## config.mk

```make
export PLATFORM = sky130hd
export DESIGN_NAME = multi_way_traffic_controller
export DESIGN_NICKNAME = d
export VERILOG_FILES = /design/src/rtl/multi_way_traffic_controller.sv
export SDC_FILE = /design/constraint.sdc
export NUM_CORES = 1
export LEC_CHECK = 0
export ABC_CLOCK_PERIOD_IN_PS = 2760
export CAP_MARGIN = 40
export CORE_MARGIN = 4
export CORE_UTILIZATION = 40
export DETAILED_ROUTE_END_ITERATION = 6
export HOLD_SLACK_MARGIN = 0.02
export PLACE_DENSITY = 0.75
export SLEW_MARGIN = 10
export SYNTH_ARGS = -nofsm -noshare
export SYNTH_HDL_FRONTEND = slang
export SYNTH_SLANG_ARGS = --single-unit
```

## constraint.sdc

```tcl
create_clock -name clk -period 2.76 [get_ports clk]
set_input_delay 0.276 -clock clk [delete_from_list [all_inputs] [get_ports clk]]
set_output_delay 0.276 -clock clk [all_outputs]
set_load 0.02 [all_outputs]
```

## src/rtl/multi_way_traffic_controller.sv

```systemverilog
// multi_way_traffic_controller
// N-approach traffic light controller. Approaches are served round-robin,
// idle approaches are skipped, and the controller rests in green while no
// other approach is waiting. Every yellow is followed by an all-red clearance
// interval before the next green.
//
// Interface contract: req is a level-sensitive presence vector, synchronous
// to clk, with no handshake. It is sampled on every rising edge. Only the
// GREEN->YELLOW and ALL_RED->GREEN decisions look at it, so changing req
// during YELLOW or ALL_RED never alters how long those phases last.
//
// The phase output carries the FSM state directly, so a checker can follow
// the controller without looking inside it.
module multi_way_traffic_controller #(
    parameter int N_WAYS      = 4,
    parameter int GREEN_TIME  = 10,
    parameter int YELLOW_TIME = 5,
    parameter int ALLRED_TIME = 2,
    parameter int TIMER_W     = 5,
    localparam int IDX_W      = (N_WAYS <= 2) ? 1 : $clog2(N_WAYS)
) (
    input  logic                  clk,
    input  logic                  rst_n,
    input  logic [N_WAYS-1:0]     req,
    output logic [3*N_WAYS-1:0]   lights,
    output logic [IDX_W-1:0]      active_way,
    output logic [1:0]            phase
);

    typedef enum logic [1:0] {
        PH_GREEN   = 2'b00,
        PH_YELLOW  = 2'b01,
        PH_ALLRED  = 2'b10,
        PH_ILLEGAL = 2'b11
    } phase_e;

    // Per-approach lamp encoding, {red, yellow, green}.
    localparam logic [2:0] L_GREEN  = 3'b001;
    localparam logic [2:0] L_YELLOW = 3'b010;
    localparam logic [2:0] L_RED    = 3'b100;

    // Last timer value of each phase; the phase ends on the edge seen at this value.
    localparam logic [TIMER_W-1:0] GREEN_LAST  = TIMER_W'(GREEN_TIME - 1);
    localparam logic [TIMER_W-1:0] YELLOW_LAST = TIMER_W'(YELLOW_TIME - 1);
    localparam logic [TIMER_W-1:0] ALLRED_LAST = TIMER_W'(ALLRED_TIME - 1);
    localparam logic [IDX_W-1:0]   LAST_WAY    = IDX_W'(N_WAYS - 1);

    // Lamp pattern for a given phase/owner: only the owner may be non-red,
    // and only during GREEN or YELLOW.
    function automatic logic [3*N_WAYS-1:0] decode_lights(input phase_e ph,
                                                          input logic [IDX_W-1:0] act);
        logic [3*N_WAYS-1:0] l;
        l = '0;
        for (int i = 0; i < N_WAYS; i++) begin
            l[3*i +: 3] = L_RED;
            if (act == IDX_W'(i)) begin
                if (ph == PH_GREEN) begin
                    l[3*i +: 3] = L_GREEN;
                end else if (ph == PH_YELLOW) begin
                    l[3*i +: 3] = L_YELLOW;
                end
            end
        end
        return l;
    endfunction

    phase_e                phase_q, phase_d;
    logic [IDX_W-1:0]      active_q, active_d;
    logic [TIMER_W-1:0]    timer_q, timer_d;
    logic [3*N_WAYS-1:0]   lights_q, lights_d;

    logic [(1<<IDX_W)-1:0] idx_legal;
    logic [N_WAYS-1:0]     active_onehot;
    logic                  others_req;
    logic [IDX_W-1:0]      fallback_way;
    logic [IDX_W-1:0]      next_way;
    logic                  next_found;

    // Table of which index encodings name a real approach (matters when
    // N_WAYS is not a power of two).
    always_comb begin
        idx_legal = '0;
        for (int j = 0; j < (1 << IDX_W); j++) begin
            idx_legal[j] = (j < N_WAYS);
        end
    end

    // Demand from any approach other than the current owner; the owner's
    // own request never keeps or ends its green.
    always_comb begin
        active_onehot = N_WAYS'(1) << active_q;
        others_req    = |(req & ~active_onehot);
    end

    // Round-robin search starting just after the owner, wrapping, and never
    // returning the owner itself. With no requester the next approach in
    // order is taken so the rotation still advances.
    always_comb begin
        int cand;
        fallback_way = (active_q == LAST_WAY) ? '0 : active_q + IDX_W'(1);
        next_way     = fallback_way;
        next_found   = 1'b0;
        cand         = 0;
        for (int k = 1; k < N_WAYS; k++) begin
            cand = int'(active_q) + k;
            if (cand >= N_WAYS) begin
                cand = cand - N_WAYS;
            end
            if (!next_found && (cand < N_WAYS) && req[cand]) begin
                next_way   = IDX_W'(cand);
                next_found = 1'b1;
            end
        end
    end

    // Phase sequencing and timer; lights are decoded from the next state so
    // the registered lamps always match the registered phase/owner.
    always_comb begin
        phase_d  = phase_q;
        active_d = active_q;
        timer_d  = timer_q;
        if (!idx_legal[active_q]) begin
            phase_d  = PH_GREEN;
            active_d = '0;
            timer_d  = '0;
        end else begin
            case (phase_q)
                PH_GREEN: begin
                    if (timer_q >= GREEN_LAST) begin
                        if (others_req) begin
                            phase_d = PH_YELLOW;
                            timer_d = '0;
                        end else begin
                            // Rest in green: hold the timer at its last value
                            // so a new request leaves on the very next edge.
                            timer_d = GREEN_LAST;
                        end
                    end else begin
                        timer_d = timer_q + TIMER_W'(1);
                    end
                end
                PH_YELLOW: begin
                    if (timer_q >= YELLOW_LAST) begin
                        phase_d = PH_ALLRED;
                        timer_d = '0;
                    end else begin
                        timer_d = timer_q + TIMER_W'(1);
                    end
                end
                PH_ALLRED: begin
                    if (timer_q >= ALLRED_LAST) begin
                        phase_d  = PH_GREEN;
                        active_d = next_way;
                        timer_d  = '0;
                    end else begin
                        timer_d = timer_q + TIMER_W'(1);
                    end
                end
                default: begin
                    phase_d  = PH_GREEN;
                    active_d = '0;
                    timer_d  = '0;
                end
            endcase
        end
        lights_d = decode_lights(phase_d, active_d);
    end

    // State and output registers; reset forces way 0 green immediately.
    always_ff @(posedge clk or negedge rst_n) begin
        if (!rst_n) begin
            phase_q  <= PH_GREEN;
            active_q <= '0;
            timer_q  <= '0;
            lights_q <= decode_lights(PH_GREEN, '0);
        end else begin
            phase_q  <= phase_d;
            active_q <= active_d;
            timer_q  <= timer_d;
            lights_q <= lights_d;
        end
    end

    assign lights     = lights_q;
    assign active_way = active_q;
    assign phase      = phase_q;

endmodule
```

# Word level (Yosys, flattened, before mapping)
# Cells that the tools add are included.
# op_classes
add_sub_neg,8
n_lt_le_gt_ge,13
eq_ne,7
shifts,1
muxes,41
bitwise,2
n_reduce_logical,12
# ops
cell,count
$lt 32x4->1 const B,6
$mux 32,3
$mux 2,11
$mux 5,4
$mux 3,6
$pmux 5 s3,1
$sub 3x3->4 const B,3
$ge 3x3->1 const B,3
$mux 1,9
$bmux 1 s2,4
$eq 2x2->1 const B,4
$add 2x2->3 const B,2
$eq 2x1->1 const B,3
$logic_not 2->1,3
$pmux 2 s3,1
$add 5x1->5 const B,1
$ge 5x1->1 const B,1
$ge 5x3->1 const B,1
$ge 5x4->1 const B,1
$logic_and 1x1->1,5
$and 4x4->4,1
$mux 4,1
$not 4->4,1
$pmux 2 s2,1
other kinds (7),8
# totals
ff_bits,21
out_inout_bits,16
wordCells,88

# Logic depth before layout (Yosys ltp)
# Gate-level depths: netlist of the first run.
# depth
word_depth,21
depth_mapped,9
mapped_depth_nobuf,9

# Worst setup path after synthesis of the first run
# OpenSTA, ideal clock, no wires.
# synth_path
path_kind,reg-to-reg
from,"register active_q[0], in the netlist active_way[0]"
to,"register lights_q[10], in the netlist lights[10]"
arrival_time_ps,2210
required_ps,2640
slack_ps,431
stages_incl_launch_ff,8
path_buffers,0
synth_period_minus_slack_ps,2329
cell_sequence,dfrtp_1 > inv_1 > ha_1 > mux4_2 > o21ai_2 > mux2i_2 > inv_2 > and3_1
# synth_via
elab_chain_cells,21
# synth_rtl
element,line_no,source
"start, declared",68,"logic [IDX_W-1:0] active_q, active_d;"
"start signal, assigned",178,active_q <= active_d;
"parallel branches: the longest is 18 deep, another holds $lt 32x4->1",--,
$mux 2 *,122,if (!idx_legal[active_q]) begin
net active_d[0],68,
$eq 2x2->1 *,56,if (act == IDX_W'(i)) begin
$mux 3 *,56,
net lights_d[10],70,"logic [3*N_WAYS-1:0] lights_q, lights_d;"
"end signal, assigned",175,"lights_q <= decode_lights(PH_GREEN, '0);"
"end signal, assigned",180,lights_q <= lights_d;
"end, declared",70,
# Mark *: on every way through the listed nets, which the timed path passes. The select of a mux whose other input is x is not followed.

# Worst setup path in the final report of the first run
# layout_path
from,"register active_q[1], in the netlist active_way[1]"
to,"register lights_q[10], in the netlist lights[10]"
# The elaborated chain is that of the path after synthesis.

==> results of run 1 <==
==> flip-flops by register name (all words and copies together) (netlist names) <==
register,count
lights,12
timer_q,5
active_way,2
phase,2
==> worst max-delay path: cells and delay by family, from the launching register on <==
| family | cells | cell delay (ps) |
|---|---|---|
| multiplexers | 2 | 800 |
| flip-flops | 1 | 530 |
| adder cells (fa/ha/maj) | 1 | 350 |
| buffers and inverters | 2 | 220 |
| AND/OR/NAND/NOR | 1 | 210 |
| AO/OA/AOI/OAI | 1 | 180 |
==> synth_stat cells (2+ instances only) <==
| cell type | count | area [µm²] |
|---|---|---|
| dfrtp_1 | 17 | 425 |
| nor3_1 | 4 | 20.0 |
| inv_1 | 12 | 45.0 |
| and3_1 | 4 | 25.0 |
| o21ai_0 | 6 | 30.0 |
| inv_2 | 2 | 7.51 |
| a21oi_1 | 4 | 20.0 |
| nand2_1 | 6 | 22.5 |
| nand2b_1 | 4 | 25.0 |
| mux4_2 | 2 | 45.0 |
| nand3_1 | 2 | 10.0 |
| o21ai_2 | 2 | 17.5 |
| nor2_1 | 9 | 33.8 |
| ha_1 | 7 | 87.6 |
| o22ai_1 | 2 | 12.5 |
| dfstp_2 | 4 | 105 |
==> metal layers <==
| metal | part of all wire, % | up-vias |
|---|---|---|
| met5 | 0 | - |
| met4 | 1.6 | 0 |
| met3 | 4.1 | 4 |
| met2 | 46 | 19 |
| met1 | 48 | 411 |
| li1 | - | 427 |
==> kinds of logic after synthesis <==
family,after synthesis
AND/OR/NAND/NOR,33
multiplexers,4
XOR/XNOR,1
other,1
buffers and inverters,15
flip-flops,21
AO/OA/AOI/OAI,25
adder cells (fa/ha/maj),8
==> final timing paths <==
path                                    startpoint  depth (start not counted)  slack (ps)                   end
setup / recovery           active_way[1]$_DFF_PN0_                          7         370  lights[10]$_DFF_PN0_
hold / removal                               rst_n                          1         200  timer_q[1]$_DFF_PN0_
setup reg to reg           active_way[1]$_DFF_PN0_                          7         370  lights[10]$_DFF_PN0_
hold reg to reg               timer_q[1]$_DFF_PN0_                          2         600  timer_q[3]$_DFF_PN0_
max in group asynchronous                    rst_n                          2        2100   lights[5]$_DFF_PN1_
min in group clk              timer_q[1]$_DFF_PN0_                          2         600  timer_q[3]$_DFF_PN0_
==> cells in the final DEF, fill, tap and decap left out, types with 2 or more instances in the layout <==
cell	count
a21oi_1	4
and3_1	4
clkbuf_4	3
clkdlybuf4s50_1	21
dfrtp_1	17
dfstp_2	4
ha_1	7
inv_1	12
inv_2	2
mux4_2	2
nand2_1	6
nand2b_1	4
nand3_1	2
nor2_1	9
nor3_1	4
o21ai_0	6
o21ai_2	2
o22ai_1	2
==> through the flow <==
step           setup slack, ps  util, %  hold WS [ps]
2_1_floorplan              431        -         -19.6
3_3_place_gp               515     53.5           580
3_5_place_dp               410     54.0           535
4_1_cts                    391     55.1           201
5_1_grt                    164     55.1           208
6_report                   373     55.1           199
==> layout make-up <==
cell class	count	area [µm²]
fillers	236	1150
multi-input cells	72	534
inverters	14	52.6
clock inverters	1	5.00
flip-flops and latches	21	531
well taps	30	37.5
repair buffers	23	233
clock buffers	3	22.5
==> power groups by stage <==
stage	combinational, µW	sequential, µW	clock, µW
2_1_floorplan	537	620	0
3_3_place_gp	921	528	0
3_5_place_dp	942	533	0
4_1_cts	948	528	148
5_1_grt	1050	546	159
6_report	940	527	145
==> metrics list, run 1 <==
- The run finished with clean final reports.
* Final instance area: 1420 µm²
- Xor-xnor portion of the synthesized cell area: 0.781%
- In this run the number of H-tree levels came out at 1.
- Mapped Area: between 1000 and 1500 µm²
* Comb pwr share: 58.3%
* GR met3 Demand/Resource: roughly 2.6%
* Arithmetic-cell share of the synthesized area counting full adders, half adders and majority gates: ~8.7%
- Nature of the critical path endpoint: flop
* Syn nets: 121
- Global routing met1 resource utilization: about 18%
- STA classifies the critical path startpoint as a flop.
- Main combinational cell family by area after synthesis: compound AO/OA/AOI/OAI gates
* Max Fanout on Critical Path: 8
* Vias in the first global route: between 800 and 900
* Die area: around 3700 µm²
- Clock-pin transition on the worst setup and hold timing paths: approximately 120 ps
* Achievable Freq: between 400 and 500 MHz
- Fraction of registers with async set/reset: 100%
- Setup violations remaining at the end of the flow were counted as 0.
* Required time of the worst setup path: a little under 3000 ps
- Measured along the y axis, the die boundary spans between 60 and 70 µm.
- The synthesized netlist devotes between 15 and 20% of its cell area to compound gates.
* ANT nets after route: 0
- Clock tree from TritonCTS: built
- In this run the tool buffered the top-level ports with 21 buffer cells.
- Via density per instance: about 5.3
- Worst VDD drop: ~0.79 mV
- Relative area change from synthesis to final layout: 26.2%
* Post-Syn Area per Cell: around 10 µm²
- The die is 60.9 µm wide.
- For this run, the slowest stage of the critical path takes around 530 ps.
* DRC violations left: 0
- For the final routed database, the setup TNS stands at 0 ps.
* Number of unique standard cell types used by synthesis: 37
- Number of cells in the finished layout apart from fillers: between 150 and 200
- After clock tree synthesis, the setup repair step added 0 buffers.
- Syn Inst Count: roughly 110
- Buffers inserted to repair hold after CTS numbered 0.
- Mux share of post-synthesis cell area: under 10%
- RSZ-0062 raised after global routing: false
- Wire per inst: between 10 and 15 µm
- The most numerous cell type found on the critical path is inv_2.
- Remaining Overflow, GRT: 0
* Slowest cell on the critical path: dfrtp_1
- Number of vias in the routed layout: about 860
- Counting tap cells, the placed design contains a total of 160 instances.
* Total detailed-routing wirelength: ~2.2 mm
- In this run the power density over the cells is 1140 nW/µm².
* Count of pins on the block boundary: 22
- Row generation in the floorplan step produced 18 rows.
- Across the run, the number of max-cap violations was 0.
- Among all flip-flop cells after synthesis, the most frequent one is dfrtp_1.
- Detail Placement HPWL: roughly 1.7 mm
* P_sw: 708 µW
- Number of synthesis warnings: 0
- Total leakage power: around 0.00065 µW
* Arrival time of data at the critical path endpoint: around 2600 ps
- Clock tree skew after final layout: between 6 and 7 ps
- Most Crowded Layer GR: met2
- The count of final hold-check violations was 0.
- Global routing used a little over an eighth of the available tracks.
- Counting flops and latches in the post-synthesis netlist gives 21.
- Final nets: roughly 150
- Cell breakdown of the critical path: inv_2, ha_1, mux4_2, o21ai_2, mux2i_2, inv_2, and3_1
- The congestion estimate from routability-driven global placement came to roughly 0.84.
* Longest Clk Path Bufs: 2
- At the later pin of the worst-skew pair, clock insertion delay measures 300 ps.
- Final Total Pwr: around 1600 µW
- Number of DRC markers in iteration 0: 32
* Clock power frac: under 10%
* Worst hold path class: in2async
- Once the floorplan was initialized, standard cells occupied a little over two fifths of the core.
- The max-slew violation total from the final report was 0.
* Cts repair resizes: 0
* Proportion of synthesized chip area in sequential cells: a little under half
- Cell at the root of the clock tree: clkbuf_4
- In this run the cell area measured after placement is approximately 1400 µm².
- Critical setup path kind: reg2reg
- Number of CTS-inserted buffers: 3
* Flop pwr share: roughly a third
- Post-route fraction of the period consumed by the critical path: between 80 and 90%
- Yosys mapped a number of flops with a built-in enable equal to 0.
- Number of diodes added for antenna fixing: 0
- The initial antenna violation count was 0.
* Sink count of the clock tree: 21
- The post-route netlist has between 10% and 20% of its cells at a drive strength greater than 1.
* Internal portion of total power: approximately 900 µW
- Placeable core region: 2570 µm²
- Routing usage on met2: 21.5%
* Router iterations before antenna repair: 4
* Proportion of total power due to net switching: about 44%
* Final critical-path required period: 2390 ps
* First-pass GRT wire length: ~3.8 mm
- Largest net degree at the start of global routing: 18
- Of the total synthesized cell area, the portion taken by AND, OR, NAND and NOR gates is 15.5%.
Note: power is estimated with default switching activity, not from simulation.
==> run 2, diff against run 1 <==
Settings changed: CORE_UTILIZATION 40 to 35, PLACE_DENSITY 0.75 to 0.69.
==> metrics list, run 2 (same netlist as run 1, synthesis figures left out) <==
- First-pass GRT wire length: 3.99 mm (+4.5%)
- The worst setup path is captured at a flop.
- Slowest cell on the critical path: dfrtp_1
- The final cell count without fillers came to 177 (+7.9%).
- The sum of negative setup slack was 0 ps (unchanged).
- Chip Height: 64.6 µm (+6.0%)
- Final Hold Vio Count: 0 (unchanged)
* Detail Placement HPWL: 1.86 mm (+6.8%)
- Number of setup buffers added after CTS: 0 (unchanged)
* Clock-pin transition on the worst setup and hold timing paths: 120 ps (about the same)
- The worst register-to-register path ends at lights[10]$_DFF_PN0_.
- The count of cells resized by post-cts repair was 0 (unchanged).
- The worst setup path is of the reg2reg kind.
* Placed inst area: 1400 µm² (+0.72%)
* Relative area change from synthesis to final layout: 27.3%
* Kind of launch point of the worst setup path: flop
* Required time of the worst setup path: 2970 ps (about the same)
- Die area: 4170 µm² (+12%)
* Cell breakdown of the critical path: inv_1, ha_1, mux4_2, o21ai_2, mux2i_2, inv_2, and3_1
* Number of rows in the core area: 20 (+2)
- Arrival time of data at the critical path endpoint: 2700 ps (+110 ps)
- The initial standard-cell utilization of the core was 36.7% (-6.9 points).
- TritonCTS built the clock tree.
- The number of antenna diodes is 0 (unchanged).
- The number of buffers created by CTS was 3 (unchanged).
- Worst setup endpoint: lights[10]$_DFF_PN0_
- H-Tree Level Count: 1 (unchanged)
- The logic gate share of total power was 57.0% (-1.3 points).
* Max Fanout on Critical Path: 9 (+1)
* Setup crit start: active_way[0]$_DFF_PN0_
- The clock network latency to the later pin of the worst-skew pair is 300 ps (about the same).
* Total detailed-routing wirelength: 2.35 mm (+6.9%)
- P per Cell Area: 1130 nW/µm² (-0.79%)
- The highest cell delay on the worst timing path is 550 ps (+20 ps).
* Number of vias in the routed layout: 862 (+0.12%)
* Proportion of total power due to net switching: 44.3% (+0.41 points)
- Count of pins on the block boundary: 22 (unchanged)
* Slew Viols, Final: 0 (unchanged)
- Met3 Wirelength: 117 µm (+31%)
- WP buf/inv: 2 (unchanged)
* Uppermost metal layer occupied by signal nets: met4
* Worst hold path class: in2async
- The number of flip-flops under the largest register name came to 12 (unchanged).
* Sink count of the clock tree: 21 (unchanged)
- The internal reg-to-reg setup slack was 270 ps (-110 ps).
- The leakage power summed over all cells came to 0.000637 µW (-1.4%).
- ANT nets after route: 0 (unchanged)
- The worst reg2reg path depth came to 7 (unchanged).
* Clock tree skew after final layout: 6.05 ps (-0.454 ps)
- Final setup vio count: 0 (unchanged)
* Longest Clk Path Bufs: 2 (unchanged)
- On the critical path the largest part of the delay comes from multiplexers.
* Flop pwr share: 33.8% (+1.1 points)
* Number of instances in the placed design: 173 (+8.1%)
- Die Wd: 64.6 µm (+6.0%)
* Most common cell after layout, fill and taps aside: clkdlybuf4s50_1
* Weighted congestion reported at the end of routability-driven placement: 0.865 (+2.6%)
- DRC violations left: 0 (unchanged)
* P_sw: 715 µW (+1.0%)
* Final instance area: 1430 µm² (+0.88%)
- Number of antenna violations at the first check in global routing: 0 (unchanged)
* Number of DRC markers in iteration 0: 32 (unchanged)
- Cell at the root of the clock tree: clkbuf_4
- Proportion of layout cells with a drive suffix above 1: 16.5% (-0.62 points)
- The number of detailed-routing iterations run before antenna repair is 4 (unchanged).
- The total number of cells along the worst setup path is 7 (unchanged).
- The number of violations of the max-capacitance limit was 0 (unchanged).
- The number of hold buffers added after cts was 0 (unchanged).
- Remaining Overflow, GRT: 0 (unchanged)
- The design internal power is 898 µW (-0.65%).
* Clock power frac: 9.3% (+0.3 points)
- Via density per instance: 4.87 (-7.2%)
- Total global routing track utilization: 12.0% (-1.6 points)
* Largest net degree at the start of global routing: 20 (+2)
- WL met1: 1.04 mm (-1.7%)
- RSZ-0062 raised after global routing: false
* Utilization after layout: 46.8% (-8.4 points)
- Outcome: finished clean
- Final critical-path required period: 2490 ps (+106 ps)
- I/O Buffers: 21 (unchanged)
* Wire per inst: 13.3 µm (-0.98%)
* Wire length on met2: 1.18 mm (+17%)
- The final clock period utilization by the worst path is 90.3% (+3.8 points).
- Worst reg2reg path startpoint: active_way[0]$_DFF_PN0_
* Vias in the first global route: 865 (+0.93%)
- The placeable core area came to 3050 µm² (+19%).
- Final nets: 147 (-0.68%)
- The library cells used most frequently in the layout, excluding fill and tap cells, are 21 x clkdlybuf4s50_1, 17 x dfrtp_1, 12 x inv_1.
- The maximum achievable frequency is 401 MHz (-4.2%).
- The worst supply voltage drop on vdd is 0.623 mV (-21%).
==> run 2: changes by cell type in the layout (fill, tap and decap cells not counted), sizes merged <==
cell	previous run	this run
buf	2	1
clkinv	1	0
clkinvlp	0	1
==> run 2: metal layers <==
layer	track usage (%)	vias to the layer above
met2	22.0	23
met4	1.58	0
li1	-	421
met1	13.8	416
met5	0	-
met3	3.99	2
==> run 2: power by group through the flow <==
stage | Clock (µW) | Combinational [µW] | Sequential, µW
after detailed placement | 0 | 927 | 552
after CTS | 155 | 930 | 546
final | 149 | 919 | 545
after global routing | 168 | 1010 | 563
after floorplan | 0 | 537 | 620
after global placement | 0 | 904 | 548
==> run 2: worst min-delay path by stage <==
stage | from | endpoint | slack (ps) | depth (start not counted)
after detailed placement | rst_n | timer_q[3]$_DFF_PN0_ | 480 | 1
after global placement | timer_q[1]$_DFF_PN0_ | timer_q[3]$_DFF_PN0_ | 580 | 2
after CTS | rst_n | timer_q[3]$_DFF_PN0_ | 140 | 1
after global routing | rst_n | timer_q[3]$_DFF_PN0_ | 140 | 1
final | rst_n | timer_q[3]$_DFF_PN0_ | 150 | 1
after floorplan | rst_n | active_way[0]$_DFF_PN0_ | -20 | 0
==> run 2: final cells by class <==
class	count	area, µm²
fill	305	1630
multi-input combinational	72	534
sequential	21	531
timing repair buffer	22	225
tap	44	55.1
inverter	14	52.6
clock buffer	3	22.5
clock inverter	1	7.51
==> run 2: through the flow <==
step	worst slack [ps]	hold WS [ps]	total power [µW]
detailed placement	277	481	1480
global placement	421	584	1450
finish	268	154	1610
CTS	260	145	1630
global route	114	136	1740
floorplan	431	-19.6	1160
==> run 3, diff against run 2 <==
Settings changed: ABC_AREA from default to 1, ABC_CLOCK_PERIOD_IN_PS 2760 to 3100, PLACE_DENSITY 0.69 to 0.68, SLEW_MARGIN 10 to default.
Clock period 2.76 ns to 3.1 ns, I/O delays scaled along.
==> metrics list, run 3 <==
- The flow ran to the end, and the final reports show no timing, DRC or antenna violations.
- Final Total Pwr: 1500 µW (-7.1%)
- Proportion of layout cells with a drive suffix above 1: 17.2% (+0.70 points)
- Final setup vio count: 0 (unchanged)
- Post-route fraction of the period consumed by the critical path: 67.0% (-23 points)
- GR met3 Demand/Resource: 1.52% (-2.5 points)
- Synth area leader: dfrtp_1
- Leaving out fill and tap cells, the most frequent cell in the layout is nand2_1.
* Number of CTS-inserted buffers: 3 (unchanged)
- The placed wire-length estimate is 1.89 mm (+1.8%).
- The number of sinks handled by clock tree synthesis is 21 (unchanged).
- The aggregate global routing overflow was 0 (unchanged).
- Largest stage delay, worst path: 680 ps (+130 ps)
- The total DRC errors in the routed layout is 0 (unchanged).
- The count of final hold-check violations came to 0 (unchanged).
- P_sw: 729 µW (+1.9%)
* Commonest non-fill, non-tap cells in the layout: 34 x nand2_1, 21 x clkdlybuf4s50_1, 20 x inv_1
- STA classifies the critical path startpoint as a flop.
- The average routed wire per standard cell was 10.9 µm (-18%).
- The share of synthesized area occupied by flip-flops and latches was 44.0% (-3.3 points).
- Global routing met1 resource utilization: 15.9% (+2.1 points)
- Mapped Area: 1210 µm² (+7.6%)
- Vias in the first global route: 1,015 (+17%)
- The number of nets produced by synthesis was 162 (+34%).
- Placed inst area: 1480 µm² (+5.7%)
- Die Wd: 66.7 µm (+3.3%)
- The sum of negative setup slack was 0 ps (unchanged).
- Relative area change from synthesis to final layout: 24.8%
- The biggest fanout along the worst timing path was 12 (+3).
- The total via count after detailed routing came to 1,020 (+18%).
* Worst hold path class: in2async
* Leading cell type by number of instances after synthesis: nand2_1
- Fraction of registers with async set/reset: 100% (unchanged)
- At the pin with the least slew margin, the transition time is approximately 510 ps.
- Critical setup path kind: reg2reg
* Total detailed-routing wirelength: 2.39 mm (+1.9%)
- The final antenna-violating net count is 0 (unchanged).
* Weighted congestion reported at the end of routability-driven placement: 0.735 (-15%)
* Clock tree skew after final layout: 1.98 ps (-4.07 ps)
- The count of filler cells inserted in the layout was 334 (+9.5%).
- Die area: 4450 µm² (+6.6%)
- Syn Inst Count: 149 (+38%)
- H-Tree Level Count: 1 (unchanged)
* Post-Syn Area per Cell: 8.10 µm² (-22%)
- Nature of the critical path endpoint: flop
- Slew Viols, Final: 0 (unchanged)
* Router iterations before antenna repair: 4 (unchanged)
- Comb pwr share: 59.5% (+2.5 points)
- Final critical-path required period: 2080 ps (-416 ps)
* Achievable Freq: 482 MHz (+20%)
* Starting Density: 36.1% (-0.58 points)
- First-pass GRT wire length: 4.18 mm (+4.8%)
- Number of unique standard cell types used by synthesis: 25 (-32%)
* Most Crowded Layer GR: met2
- The average via count per standard cell was 4.64 (-4.8%).
- Required time of the worst setup path: 3300 ps (+330 ps)
* Number of synthesis warnings: 0 (unchanged)
* Worst VDD drop: 0.452 mV (-27%)
* Number of antenna violations at the first check in global routing: 0 (unchanged)
- Sorting the synthesized cells by how often they occur yields 34 x nand2_1, 20 x inv_1, 17 x dfrtp_1, 17 x nor2_1, 15 x nand3_1.
- Synth top area share: 35.3% (-2.7 points)
* Clock tree from TritonCTS: built
- Longest Clk Path Bufs: 2 (unchanged)
* Post-synthesis sequential element count: 21 (unchanged)
* Number of setup buffers added after CTS: 0 (unchanged)
* Number of diodes added for antenna fixing: 0 (unchanged)
- The maximum number of pins on one net before global-route repair came to 16 (-20%).
- Count of pins on the block boundary: 22 (unchanged)
- The number of flip-flops under the largest register name is 12 (unchanged).
- Number of rows in the core area: 21 (+5.0%)
- Count of flip-flops with a built-in enable after synthesis: 0 (unchanged)
- Placement-stage worst setup slack: 1060 ps (+783 ps)
* Flop pwr share: 31.7% (-2.1 points)
* Cell types with the largest area share after synthesis: dfrtp_1 35%, nand2_1 11%, dfstp_2 8.7%
- The final hold slack came to 257 ps (+103 ps).
- Slowest cell on the critical path: dfrtp_1
- The die extent in y came to 66.7 µm (+3.3%).
- The total power density per cell area is 996 nW/µm² (-12%).
- The summed area of non-filler cells in the final layout was 1510 µm² (+5.4%).
- The switching share of power came to 48.6% (+4.3 points).
* Normalized max-slew margin: between 60% and 70%
- The proportion of power drawn by the clock network is 8.8% (-0.5 points).
* Final nets: 188 (+28%)
- The initial detailed-routing violation count is 88 (+180%).
- The placeable core area is 3340 µm² (+9.3%).
- I/O Buffers: 21 (unchanged)
* Post-route setup slack: 1020 ps (+756 ps)
- The clock transition at the register clock pins on the worst setup and hold paths after CTS is 110 ps (about the same).
* Clock latency reported for the late side of the worst-skew pair: 310 ps (about the same)
* Number of buffers inserted for hold repair after clock tree synthesis: 0 (unchanged)
- Internal portion of total power: 770 µW (-14%)
- Among all flip-flop cells after synthesis, the most frequent one is dfrtp_1.
- The leakage power summed over all cells came to 0.000747 µW (+17%).
- The root buffer cell chosen for the clock tree is clkbuf_4.
* Count of max-cap constraint violations: 0 (unchanged)
- The global-route met2 utilization is 19.4% (-2.6 points).
* Cell breakdown of the critical path: inv_8, ha_1, inv_1, nand3_1, nand2_2, nand2_2, nand2_1, nand3_2, nand2_1, nand2_2, nand2_1, nor2_1
- The count of cells resized by post-cts repair was 0 (unchanged).
- Arrival time of data at the critical path endpoint: 2280 ps (-420 ps)
* RSZ-0062 raised after global routing: false
- Total global routing track utilization: 11.9% (-0.15 points)
-- run 3: final timing paths --
kind,start,to,slack (ps),depth (start not counted)
min in group clk,timer_q[2]$_DFF_PN0_,timer_q[2]$_DFF_PN0_,650,3
max reg2reg,active_way[0]$_DFF_PN0_,lights[10]$_DFF_PN0_,1020,12
max in group asynchronous,rst_n,lights[0]$_DFF_PN1_,2360,2
min,rst_n,lights[2]$_DFF_PN0_,260,1
min reg2reg,timer_q[2]$_DFF_PN0_,timer_q[2]$_DFF_PN0_,650,3
max,active_way[0]$_DFF_PN0_,lights[10]$_DFF_PN0_,1020,12
-- run 3: logic make-up after synthesis --
family	Yosys count	share of synthesized area (%)
fa+ha+maj	7	7.26
compound gates	11	7.05
buf+inv	25	9.02
xor+xnor	1	0.726
other cells	1	0.311
simple gates	83	31.6
flops	21	44.0
-- run 3: final cells by class --
class | instances | area (µm²) | share of cell area, %
Clock inverter | 1 | 5.00 | 0.333
Multi-Input combinational cell | 103 | 567 | 37.7
Inverter | 24 | 97.6 | 6.48
Tap cell | 46 | 57.6 | 3.82
Timing Repair Buffer | 22 | 225 | 15.0
Clock buffer | 3 | 22.5 | 1.50
Sequential cell | 21 | 531 | 35.2
-- run 3: stage by stage --
| step | std cells | util, % |
|---|---|---|
| global placement | 215 | 43.8 |
| finish | 220 | 45.1 |
| detailed placement | 216 | 44.3 |
| global route | 220 | 45.1 |
| CTS | 220 | 45.1 |
| floorplan | 149 | - |
-- run 3: worst max-delay path, delay by kind of cell, from the launching register on --
| kind | cells | cell delay [ps] |
|---|---|---|
| and+or+nand+nor | 9 | 780 |
| adders and majority gates | 1 | 360 |
| DFF | 1 | 680 |
| buffers and inverters | 2 | 160 |
-- run 3: power by group through the flow --
stage | Sequential [µW] | Combinational [µW] | Clock (µW)
floorplan | 545 | 558 | 0
detailed placement | 480 | 897 | 0
global route | 493 | 1000 | 147
global placement | 475 | 880 | 0
CTS | 475 | 901 | 139
finish | 476 | 892 | 131
-- run 3: layer usage --
metal  wire length (µm)  vias to the layer above
met5                  0                        -
met1               1140                      477
met2               1110                       22
met3                 96                        4
met4                 40                        0
li1                   -                      517
